==> src/rtl/rf_muldiv_div_unit_if.sv <==
// Operand/result handshake bundle between register-file read, divide unit and write-back.
interface rf_muldiv_div_unit_if #(
   parameter int dataWidth    = 32,
   parameter int AddressWidth = 5
) ();
   logic                    in_valid;
   logic                    in_ready;
   logic [1:0]              op;
   logic [dataWidth-1:0]    dataA;
   logic [dataWidth-1:0]    dataB;
   logic [AddressWidth-1:0] RegWIn;
   logic                    out_valid;
   logic                    out_ready;
   logic [dataWidth-1:0]    dataW;
   logic [AddressWidth-1:0] RegW;

   modport master (
      output in_valid, op, dataA, dataB, RegWIn, out_ready,
      input  in_ready, out_valid, dataW, RegW
   );

   modport slave (
      input  in_valid, op, dataA, dataB, RegWIn, out_ready,
      output in_ready, out_valid, dataW, RegW
   );
endinterface

==> src/rtl/rf_muldiv_div_unit.sv <==
// RV32M DIV/DIVU/REM/REMU unit: restoring radix-2 divider, one quotient bit per cycle,
// with a single-cycle path for divide-by-zero and signed overflow.
module rf_muldiv_div_unit #(
   parameter int dataWidth    = 32,
   parameter int AddressWidth = 5
) (
   input  logic                 Clk,
   input  logic                 reset_n,
   input  logic                 flush,
   rf_muldiv_div_unit_if.slave  bus
);
   // state  | meaning
   // S_IDLE | waiting for operands, in_ready high unless flushing
   // S_CALC | iterating, one quotient bit per edge
   // S_DONE | result presented until out_ready or flush
   typedef enum logic [1:0] {S_IDLE = 2'd0, S_CALC = 2'd1, S_DONE = 2'd2} state_t;

   localparam int CW = $clog2(dataWidth + 1);

   state_t                  state_q, state_d;
   logic [CW-1:0]           cnt_q, cnt_d;
   logic [dataWidth-1:0]    dvd_q, dvd_d;
   logic [dataWidth-1:0]    dvs_q, dvs_d;
   logic [dataWidth-1:0]    rem_q, rem_d;
   logic [dataWidth-1:0]    res_q, res_d;
   logic [AddressWidth-1:0] regw_q, regw_d;
   logic                    is_rem_q, is_rem_d;
   logic                    q_neg_q, q_neg_d;
   logic                    r_neg_q, r_neg_d;

   logic                    in_ready_c, out_valid_c;
   logic                    accept;
   logic                    signed_op, a_neg, b_neg;
   logic [dataWidth-1:0]    a_mag, b_mag;
   logic                    div_zero, sgn_ovf, special;
   logic [dataWidth-1:0]    special_res;
   logic [dataWidth:0]      rem_sh, trial;
   logic                    ge;
   logic [dataWidth-1:0]    rem_nx, quo_nx, fix_q, fix_r;

   assign accept    = bus.in_valid && in_ready_c;
   assign signed_op = ~bus.op[0];
   assign a_neg     = signed_op & bus.dataA[dataWidth-1];
   assign b_neg     = signed_op & bus.dataB[dataWidth-1];
   assign a_mag     = a_neg ? ('0 - bus.dataA) : bus.dataA;
   assign b_mag     = b_neg ? ('0 - bus.dataB) : bus.dataB;

   assign div_zero  = (bus.dataB == '0);
   assign sgn_ovf   = signed_op && (bus.dataA == {1'b1, {(dataWidth-1){1'b0}}})
                      && (bus.dataB == '1);
   assign special   = div_zero | sgn_ovf;
   assign special_res = div_zero ? (bus.op[1] ? bus.dataA : '1)
                                 : (bus.op[1] ? '0 : bus.dataA);

   // 33-bit trial subtract: the top bit is the borrow
   assign rem_sh = {rem_q, dvd_q[dataWidth-1]};
   assign trial  = rem_sh - {1'b0, dvs_q};
   assign ge     = ~trial[dataWidth];
   assign rem_nx = ge ? trial[dataWidth-1:0] : rem_sh[dataWidth-1:0];
   assign quo_nx = {dvd_q[dataWidth-2:0], ge};
   assign fix_q  = q_neg_q ? ('0 - quo_nx) : quo_nx;
   assign fix_r  = r_neg_q ? ('0 - rem_nx) : rem_nx;

   always_ff @(posedge Clk or negedge reset_n) begin
      if (!reset_n) state_q <= S_IDLE;
      else          state_q <= state_d;
   end

   always_comb begin
      state_d = state_q;
      unique case (state_q)
         S_IDLE: if (accept) state_d = special ? S_DONE : S_CALC;
         S_CALC: begin
            if (flush)                    state_d = S_IDLE;
            else if (cnt_q == CW'(1))     state_d = S_DONE;
         end
         S_DONE: if (flush || bus.out_ready) state_d = S_IDLE;
         default: state_d = S_IDLE;
      endcase
   end

   always_comb begin
      in_ready_c  = 1'b0;
      out_valid_c = 1'b0;
      unique case (state_q)
         S_IDLE:  in_ready_c  = reset_n && !flush;
         S_DONE:  out_valid_c = 1'b1;
         default: ;
      endcase
   end

   assign bus.in_ready  = in_ready_c;
   assign bus.out_valid = out_valid_c;
   assign bus.dataW     = res_q;
   assign bus.RegW      = regw_q;

   always_comb begin
      cnt_d    = cnt_q;
      dvd_d    = dvd_q;
      dvs_d    = dvs_q;
      rem_d    = rem_q;
      res_d    = res_q;
      regw_d   = regw_q;
      is_rem_d = is_rem_q;
      q_neg_d  = q_neg_q;
      r_neg_d  = r_neg_q;
      if (state_q == S_IDLE && accept) begin
         cnt_d    = CW'(dataWidth);
         dvd_d    = a_mag;
         dvs_d    = b_mag;
         rem_d    = '0;
         regw_d   = bus.RegWIn;
         is_rem_d = bus.op[1];
         q_neg_d  = a_neg ^ b_neg;
         r_neg_d  = a_neg;
         if (special) res_d = special_res;
      end else if (state_q == S_CALC && !flush) begin
         cnt_d = cnt_q - CW'(1);
         dvd_d = quo_nx;
         rem_d = rem_nx;
         if (cnt_q == CW'(1)) res_d = is_rem_q ? fix_r : fix_q;
      end
   end

   always_ff @(posedge Clk or negedge reset_n) begin
      if (!reset_n) begin
         cnt_q    <= '0;
         dvd_q    <= '0;
         dvs_q    <= '0;
         rem_q    <= '0;
         res_q    <= '0;
         regw_q   <= '0;
         is_rem_q <= 1'b0;
         q_neg_q  <= 1'b0;
         r_neg_q  <= 1'b0;
      end else begin
         cnt_q    <= cnt_d;
         dvd_q    <= dvd_d;
         dvs_q    <= dvs_d;
         rem_q    <= rem_d;
         res_q    <= res_d;
         regw_q   <= regw_d;
         is_rem_q <= is_rem_d;
         q_neg_q  <= q_neg_d;
         r_neg_q  <= r_neg_d;
      end
   end
endmodule

==> src/flat_wrapper.sv <==
// flat-port wrapper written by rule: the top's interface ports become plain ports
module rf_muldiv_div_unit_flat 
#(
   parameter int dataWidth    = 32,
   parameter int AddressWidth = 5
)
  (Clk, reset_n, flush, bus_in_valid, bus_op, bus_dataA, bus_dataB, bus_RegWIn, bus_out_ready, bus_in_ready, bus_out_valid, bus_dataW, bus_RegW);
  rf_muldiv_div_unit_if #(.dataWidth(dataWidth), .AddressWidth(AddressWidth)) bus_i ();
  input  logic Clk;
  input  logic reset_n;
  input  logic flush;
  input wire logic [$bits(bus_i.in_valid)-1:0] bus_in_valid;
  input wire logic [$bits(bus_i.op)-1:0] bus_op;
  input wire logic [$bits(bus_i.dataA)-1:0] bus_dataA;
  input wire logic [$bits(bus_i.dataB)-1:0] bus_dataB;
  input wire logic [$bits(bus_i.RegWIn)-1:0] bus_RegWIn;
  input wire logic [$bits(bus_i.out_ready)-1:0] bus_out_ready;
  output wire logic [$bits(bus_i.in_ready)-1:0] bus_in_ready;
  output wire logic [$bits(bus_i.out_valid)-1:0] bus_out_valid;
  output wire logic [$bits(bus_i.dataW)-1:0] bus_dataW;
  output wire logic [$bits(bus_i.RegW)-1:0] bus_RegW;
  assign bus_i.in_valid = bus_in_valid;
  assign bus_i.op = bus_op;
  assign bus_i.dataA = bus_dataA;
  assign bus_i.dataB = bus_dataB;
  assign bus_i.RegWIn = bus_RegWIn;
  assign bus_i.out_ready = bus_out_ready;
  assign bus_in_ready = bus_i.in_ready;
  assign bus_out_valid = bus_i.out_valid;
  assign bus_dataW = bus_i.dataW;
  assign bus_RegW = bus_i.RegW;
  rf_muldiv_div_unit #(.dataWidth(dataWidth), .AddressWidth(AddressWidth)) u_core (.Clk(Clk), .reset_n(reset_n), .flush(flush), .bus(bus_i));
endmodule
==> config.mk <==
export PLATFORM = sky130hd
export DESIGN_NAME = rf_muldiv_div_unit_flat
export DESIGN_NICKNAME = d
export VERILOG_FILES = /design/src/rtl/rf_muldiv_div_unit_if.sv /design/src/rtl/rf_muldiv_div_unit.sv /design/src/flat_wrapper.sv
export SDC_FILE = /design/constraint.sdc
export NUM_CORES = 1
export LEC_CHECK = 0
export ABC_CLOCK_PERIOD_IN_PS = 6500
export CAP_MARGIN = 0
export CORE_ASPECT_RATIO = 1.1
export CORE_UTILIZATION = 55
export CTS_BUF_LIST = sky130_fd_sc_hd__clkbuf_4 sky130_fd_sc_hd__clkbuf_8 sky130_fd_sc_hd__clkbuf_16
export DETAILED_ROUTE_END_ITERATION = 8
export PLACE_DENSITY = 0.77
export RECOVER_POWER = 25
export SYNTH_ARGS = -nofsm -noshare
export SYNTH_HDL_FRONTEND = slang
export SYNTH_SLANG_ARGS = --single-unit
==> constraint.sdc <==
create_clock -name Clk -period 6.5 [get_ports Clk]
set_input_delay 0.975 -clock Clk [delete_from_list [all_inputs] [get_ports Clk]]
set_output_delay 0.975 -clock Clk [all_outputs]
set_load 0.1 [all_outputs]
==> results of run 1 <==
-- sequential cells by signal, indices dropped and copies added (netlist names) --
register          cells
u_core.bus.RegW       5
u_core.bus.dataW     32
u_core.cnt_q          6
u_core.dvd_q         32
u_core.dvs_q         32
u_core.is_rem_q       1
u_core.q_neg_q        1
u_core.r_neg_q        1
u_core.rem_q         32
u_core.state_q        2
-- layout by cell type (no fill, tap or decap), types with 39 or more instances in the layout --
master           count
dfrtp_1            144
ha_1                39
nand2_1            162
clkdlybuf4s50_1    113
xnor2_1             78
nand3_1             64
a21oi_1            108
o21ai_0            165
nor2_1              91
xor2_1              53
inv_1               61
nor3_1              40
-- worst max-delay path, cell delays in order --
cell       delay (ns)
clkbuf_1         1.41
nor4b_1          0.70
nand2_4          0.47
and3_1           0.45
a21oi_2          1.02
nor3_1           0.16
a2111oi_0        0.44
a31oi_1          0.07
-- power groups by stage --
stage / Sequential, mW / Combinational (mW) / Clock, mW
detailed placement: 1.34 / 2.18 / 0
global placement: 1.35 / 2.15 / 0
global route: 1.37 / 2.38 / 1.04
floorplan: 1.80 / 1.12 / 0
finish: 1.34 / 2.21 / 1.00
CTS: 1.33 / 2.19 / 1.01
-- cells by family (layout without fill, tap and decap cells) --
family,count (synthesis),count (layout),synth area share [%]
adders and majority gates,40,40,4.22
and+or+nand+nor,508,508,20.9
DFF,144,144,29.9
muxes,31,31,2.64
AOI/OAI and AO/OA,518,518,27.8
buffers and inverters,152,221,4.98
xor gates and xnor gates,131,131,9.53
-- worst paths after layout --
kind	to	slack, ns	cells past startpoint	from
max in group asynchronous	u_core.rem_q[26]	1.61	3	reset_n
worst max-delay path	u_core.bus.dataW[29]	1.06	8	reset_n
min in group asynchronous	u_core.dvs_q[11]	1.11	1	reset_n
worst max register to register	u_core.bus.dataW[28]	1.32	20	u_core.dvd_q[31]
worst min-delay path	u_core.bus.RegW[0]	0.47	2	u_core.bus.RegW[0]
worst min register to register	u_core.bus.RegW[0]	0.47	2	u_core.bus.RegW[0]
-- layout make-up --
type	instances	share of cell area (%)
inverters	63	1.70
clock buffers	17	3.06
flip-flops and latches	144	26.0
well taps	290	2.61
repair buffers	126	8.80
multi-input cells	1228	56.5
clock inverters	15	1.33
-- metal layers --
metal	track usage (%)	wire, um	vias to the layer above
li1	-	-	5711
met1	44.1	15500	5718
met2	55.9	17400	522
met3	4.99	2550	109
met4	15.4	1480	0
met5	0	0	-
-- metrics by stage --
step,setup WS [ns],power (mW),util [%]
finish,1.06,4.56,65.0
global placement,1.59,3.50,62.2
CTS,1.42,4.53,65.0
detailed placement,1.45,3.53,62.2
global route,0.593,4.79,65.0
floorplan,0.216,2.93,-
==> metrics list, run 1 <==
- The routed design has ~37000 um of wire.
* Number of synthesis warnings: 0
* Final HPWL from detailed placement: about 28000 um
* Count of pins over their slew limit: 91
- Total global-route track usage: between 30% and 40%
- roughly 120 I/O pins were placed.
- The number of antenna violations at the first check in global routing was 0.
* Switching Fraction: between 40% and 50%
- After the flow finishes, the layout carries non-filler instances totaling 1883.
* Die width: 143 um
* Post-synthesis cell count: 1524
- 0 antenna diodes ended up in the layout.
- The longest clock path from root to sink contains 2 buffers.
- Across the routed clock network, the largest skew measured is around 0.015 ns.
- Synth Area per Inst: 7.90 um2
- Counting flops with a built-in enable in the synthesized netlist gives 0.
* Cell with the most instances after synthesis: o21ai_0
* Required time of the worst setup path: 6.80 ns
* TritonCTS clock tree: done
* Area used by multi-input combinational logic: slightly below 0.008 mm2
- Share of the clock period used by the worst path after layout: 83.6%
- Crit path arrival time: around 5.7 ns
- Internal Dissipation: around 2.3 mW
- For this run, the top clock speed supported by timing is 0.184 GHz.
* Reported leakage power: 5.60 nW
- For this run, the detailed router's first-pass iteration total came to 5.
* Final hold slack: roughly 0.47 ns
- By count the netlist is led by o21ai_0 (165), nand2_1 (164), dfrtp_1 (144), a21oi_1 (109), nor2_1 (92).
- In this run the cell area of the synthesized design comes to about 0.012 mm2.
* Fraction of power consumed by sequential logic: between 20 and 30%
- Setup repair after global routing missed its margin: no
- Detailed Route Iter0 Violations: between 1000 and 1500
- CTS Hold Bufs: 0
* Max Cap Viol: 2
- Outcome: finished, violations left
- Along the worst path, the maximum fanout reaches 53.
- The floorplan step defined a die boundary enclosing about 0.022 mm2.
- For the pin with the worst max-slew slack, the measured transition is roughly 2.7 ns.
- Top cell type's share of synthesized area: roughly 30%
- Final non-filler cell area: around 0.014 mm2
* Hold Vio Cnt, Final: 0
- IR analysis of the VDD net gives a maximum drop of 0.254 mV.
- Global-route congestion overflow total: 0
- Dominant synthesized flop cell: dfrtp_1
- The detail route stage leaves a number of antenna-violating nets equal to 0.
- Dpl cell area: ~0.013 mm2
- In this run, post-CTS repair resized a total of 0 instances.
- Failing checks: max-capacitance violations, max-slew violations
- Of all cell types, the one taking the most synthesized area is dfrtp_1.
- Fin nets: between 1500 and 2000
- Number of placement rows: 56
- The later pin in the worst-skew pair is clocked with a latency of about 0.44 ns.
* Register area: about 0.0036 mm2
* Fraction of registers with async set/reset: 100%
* Minimum clock period after layout: about 5.4 ns
- Critical path start-end classification: input pin to flip-flop
- Register bit total from synthesis: roughly 140
* Part of the total power dissipated in the clock network: 22.0%
- In this run the worst hold path is classified as flip-flop to flip-flop.
- Global placement routability congestion: roughly 0.96
- Number of remaining DRC errors: 0
- Clock-pin slew was measured on the worst setup and hold paths at 0.07 ns.
- The tree is rooted in a clkbuf_16.
* Detail-routed net length per standard cell: just under 20 um
- The number of placed instances, taps included, is 1851.
* Number of distinct library cells after synthesis: 88
* Nets in the synthesized netlist: around 1600
- After filler insertion, the fill cell instance count of the layout stands at around 1800.
- The via count of the first global-routing pass is around 11000.
- Port Buf Inserts: approximately 110
- For this design the ratio of total power to cell area is roughly 330 mW/mm2.
* Endpoint kind of the worst setup timing path: flip-flop
* Layout cells sized above 1: 5.27%
* Worst slew margin relative to its limit: -81.3%
- Largest net degree at the start of global routing: approximately 100
- The region available for standard cell placement spans around 0.021 mm2.
- Synth-to-layout area growth: 15.4%
- After detailed routing, the number of vias per cell comes to 6.40.
* Combinational share of power: 48.6%
- Cts bufs inserted: 17
- Detailed routing inserted a total of 12100 vias.
- The first global-routing pass estimated about 59000 um of wire.
- For this configuration, the core starts out at a cell density of between 50 and 60%.
- Sequential area share after synthesis: between 20% and 30%
* Accumulated negative setup slack: 0 ns
- Type of origin of the critical path: input pin
* Count of endpoints failing setup in the final report: 0
- Total clock sinks: 144
- CTS HTree Levels: 4
- Number of buffers inserted to repair setup after CTS: 0
- By area the synthesized netlist is led by dfrtp_1 (30%), o21ai_0 (6.9%), xnor2_1 (5.7%).
* Height of the chip: about 160 um
- For this design the total switching power over the nets is 2.21 mW.
No activity file was read; power rests on OpenSTA's default activity.
==> run 2, diff against run 1 <==
- ABC_CLOCK_PERIOD_IN_PS: 6500 -> 5600
- clock period: 6.5 -> 5.6 ns (I/O delays scaled with it)
==> run 2 against run 1 <==
Net effect:
- the flow still finishes with violations (max-capacitance violations, max-slew violations)
- sequential cell count did not move
- die area did not move
- power rose by 17%
- critical path depth fell by 5
- global-route usage rose by 0.54 points
- final area rose by 0.54%
- register-to-register slack got worse by 0.49 ns
- sequential power rose by 16%
- setup slack got worse by 0.53 ns
- hold slack improved by 0.0037 ns
- core utilization rose by 0.35 points
- count of clock-buffer cells in the layout rose by 1
==> metrics list, run 2 (same netlist as run 1, synthesis figures left out) <==
* F_max: about 0.20 GHz
- The overall routed net length came to 37500 um (was 36900 um).
* Worst Setup SP: reset_n (unchanged)
* Vias in the first global route: 11500 (was 11300)
* I/O pin count: 115 (unchanged)
* Share of the clock period used by the worst path after layout: between 90 and 100%
- The pin count of the biggest net entering global routing came to 78 (was 99).
- IR Drop Worst-Case VDD: 0.285 mV (was 0.254 mV)
- Failing checks: max-capacitance violations, max-slew violations (unchanged)
- Global placement routability congestion: 0.959 (was 0.955)
- The via count normalized by instance count came to 6.36 (was 6.40).
- The count of nets left with antenna violations after detail routing is 0 (unchanged).
- For the finished layout, the period the worst path requires is 5.07 ns.
- Reg2Reg Setup Slack: 0.83 ns (was 1.32 ns)
- Initial core utilization: 56.3% (unchanged)
- The number of sinks driven by the clock tree was 144 (unchanged).
- The transition time of the tightest slew-check pin is 1.98 ns (was 2.72 ns).
- Hold Vio Cnt, Final: 0 (unchanged)
- The overall fraction of global-route tracks in use is 34.5% (was 34.0%).
* Cts bufs inserted: 17 (unchanged)
- Accumulated negative setup slack: 0 ns (unchanged)
- The max capacitance violation total was 2 (unchanged).
- The number of hold buffers added after cts came to 0 (unchanged).
* Type of origin of the critical path: input pin (unchanged)
* Diode insertion count for antenna repair: 0 (unchanged)
- The die boundary width was 143 um (unchanged).
- The minimum hold slack was 0.478 ns (was 0.475 ns).
- Non-filler instance count after layout: 1893 (was 1883)
- Crit path arrival time: 4.23 ns (was 5.73 ns)
- TritonCTS clock tree: done (unchanged)
- Number of remaining DRC errors: 0 (unchanged)
- First-pass detailed-route iteration total: 8 (was 5)
- Setup clock skew after layout: 0.0139 ns (was 0.0153 ns)
- The number of antenna violations at the first check in global routing was 0 (unchanged).
* Area of the die: 0.0225 mm2 (unchanged)
- The growth of design area from synthesis to finish came to 16.0% (was 15.4%).
* Port Buf Inserts: 114 (unchanged)
- Root Driver: clkbuf_16 (unchanged)
- Outcome: finished, violations left (unchanged).
* Setup repair after global routing missed its margin: no (unchanged)
- The post-layout net count is 1706 (was 1696).
- Number of vias in the routed layout: 12000 (was 12100)
- The endpoint of the worst setup timing path is bus_in_ready (was u_core.bus.dataW[29]).
* Detail-routed net length per standard cell: 19.8 um (was 19.6 um)
* Reported leakage power: 5.65 nW (was 5.60 nW)
- The core area is 0.0214 mm2 (unchanged).
- Startpoint of the worst register-to-register path: u_core.dvd_q[31] (unchanged)
* Reg2reg end: u_core.bus.dataW[28] (unchanged)
* Clock slew at the register clock pins of the worst setup and hold paths: 0.06 ns (was 0.07 ns)
* Clock latency at the later pin of the worst-skew pair: 0.44 ns (about the same)
- Path depth of the worst reg2reg path: 21 (was 20)
- Final HPWL from detailed placement: 28300 um (was 27800 um)
* Detailed Route Iter0 Violations: 1183 (was 1128)
- Required time of the worst setup path: 4.76 ns (was 6.80 ns)
* Resized Gates After CTS: 0 (unchanged)
- The kind of end point of the critical path was a primary output (was flip-flop).
- Most common cell after layout, fill and taps aside: o21ai_0 (unchanged)
* Worst slew margin relative to its limit: -31.9% (was -81.3%)
- Classification of the worst-slack hold path: flip-flop to flip-flop (unchanged)
* Critical path start-end classification: input pin to primary output (was input pin to flip-flop)
- Number of fill cells: 1854 (was 1843)
- The number of failing setup endpoints in the final timing report was 0 (unchanged).
- Number of buffers inserted to repair setup after CTS: 0 (unchanged)
* Global-route congestion overflow total: 0 (unchanged)
- The count of standard-cell rows came to 56 (unchanged).
- Highest-count cells in the layout ignoring fill and taps: o21ai_0 (165), nand2_1 (162), dfrtp_1 (144), clkdlybuf4s50_1 (113), a21oi_1 (108) (unchanged)
- The instance count after placement with tap cells included is 1861 (was 1851).
- Max Root-Sink Buffers: 2 (unchanged)
* Crit-path max FO: 35 (was 53)
- Total power divided by cell area: 383 mW/mm2 (was 328 mW/mm2)
- Count of pins over their slew limit: 106 (was 91)
* Layout cells sized above 1: 5.93% (was 5.27%)
- CTS HTree Levels: 4 (unchanged)
* Height of the chip: 157 um (unchanged)
* Global-route wire length before repair: 60200 um (was 59200 um)
==> run 2: cell count changes in the layout (fill, tap and decap cells not counted), sizes merged <==
| cell | previous run | this run |
|---|---|---|
| buf | 11 | 21 |
| clkbuf | 19 | 20 |
| bufinv | 0 | 2 |
| clkinv | 7 | 4 |
| clkinvlp | 1 | 2 |
| inv | 70 | 69 |
==> run 2: worst min-delay path by stage <==
stage	cells after the start	from	end	slack, ns
2_1_floorplan	2	u_core.dvs_q[10]	u_core.dvs_q[10]	0.45
3_3_place_gp	2	u_core.bus.RegW[3]	u_core.bus.RegW[3]	0.46
3_5_place_dp	2	u_core.bus.RegW[2]	u_core.bus.RegW[2]	0.47
4_1_cts	1	reset_n	u_core.dvs_q[26]	0.31
5_1_grt	2	u_core.bus.RegW[1]	u_core.bus.RegW[1]	0.51
6_report	2	u_core.bus.RegW[1]	u_core.bus.RegW[1]	0.48
==> run 2: critical path, cell delays in order <==
cell	delay, ns
clkbuf_1	1.38
nor4b_1	0.72
clkdlybuf4s50_1	1.27
==> run 2: power by group <==
part	leakage [nW]	internal (mW)	switching, mW	total (mW)
Sequential	1.89	1.29	0.277	1.56
Clock	0.294	0.686	0.529	1.21
Combinational	3.47	0.831	1.74	2.57
==> run 2: cell type report <==
type / instances / area, um2 / area share, %
Multi-Input combinational cell: 1228 / 7850 / 56.2
Clock inverter: 14 / 170 / 1.22
Sequential cell: 144 / 3600 / 25.8
Timing Repair Buffer: 136 / 1300 / 9.29
Clock buffer: 18 / 439 / 3.15
Inverter: 63 / 236 / 1.69
Tap cell: 290 / 363 / 2.60
==> run 2: metrics by stage <==
stage | utilization [%] | total power, mW | area, um2 | worst slack (ns)
after floorplan | - | 3.40 | 12000 | 0.811
after global placement | 62.5 | 4.06 | 13400 | 1.02
after detailed placement | 62.5 | 4.09 | 13400 | 0.906
after CTS | 65.4 | 5.31 | 14000 | 0.880
after global routing | 65.3 | 5.62 | 14000 | 0.199
final | 65.3 | 5.34 | 14000 | 0.534
==> run 2: layer usage <==
metal  GRT usage [%]  part of all wire, %  up-vias
met4            15.7                  4.4        0
met3            4.65                  6.3       97
met5               0                    0        -
met2            56.7                   46      496
li1                -                    -     5753
met1            45.1                   43     5699
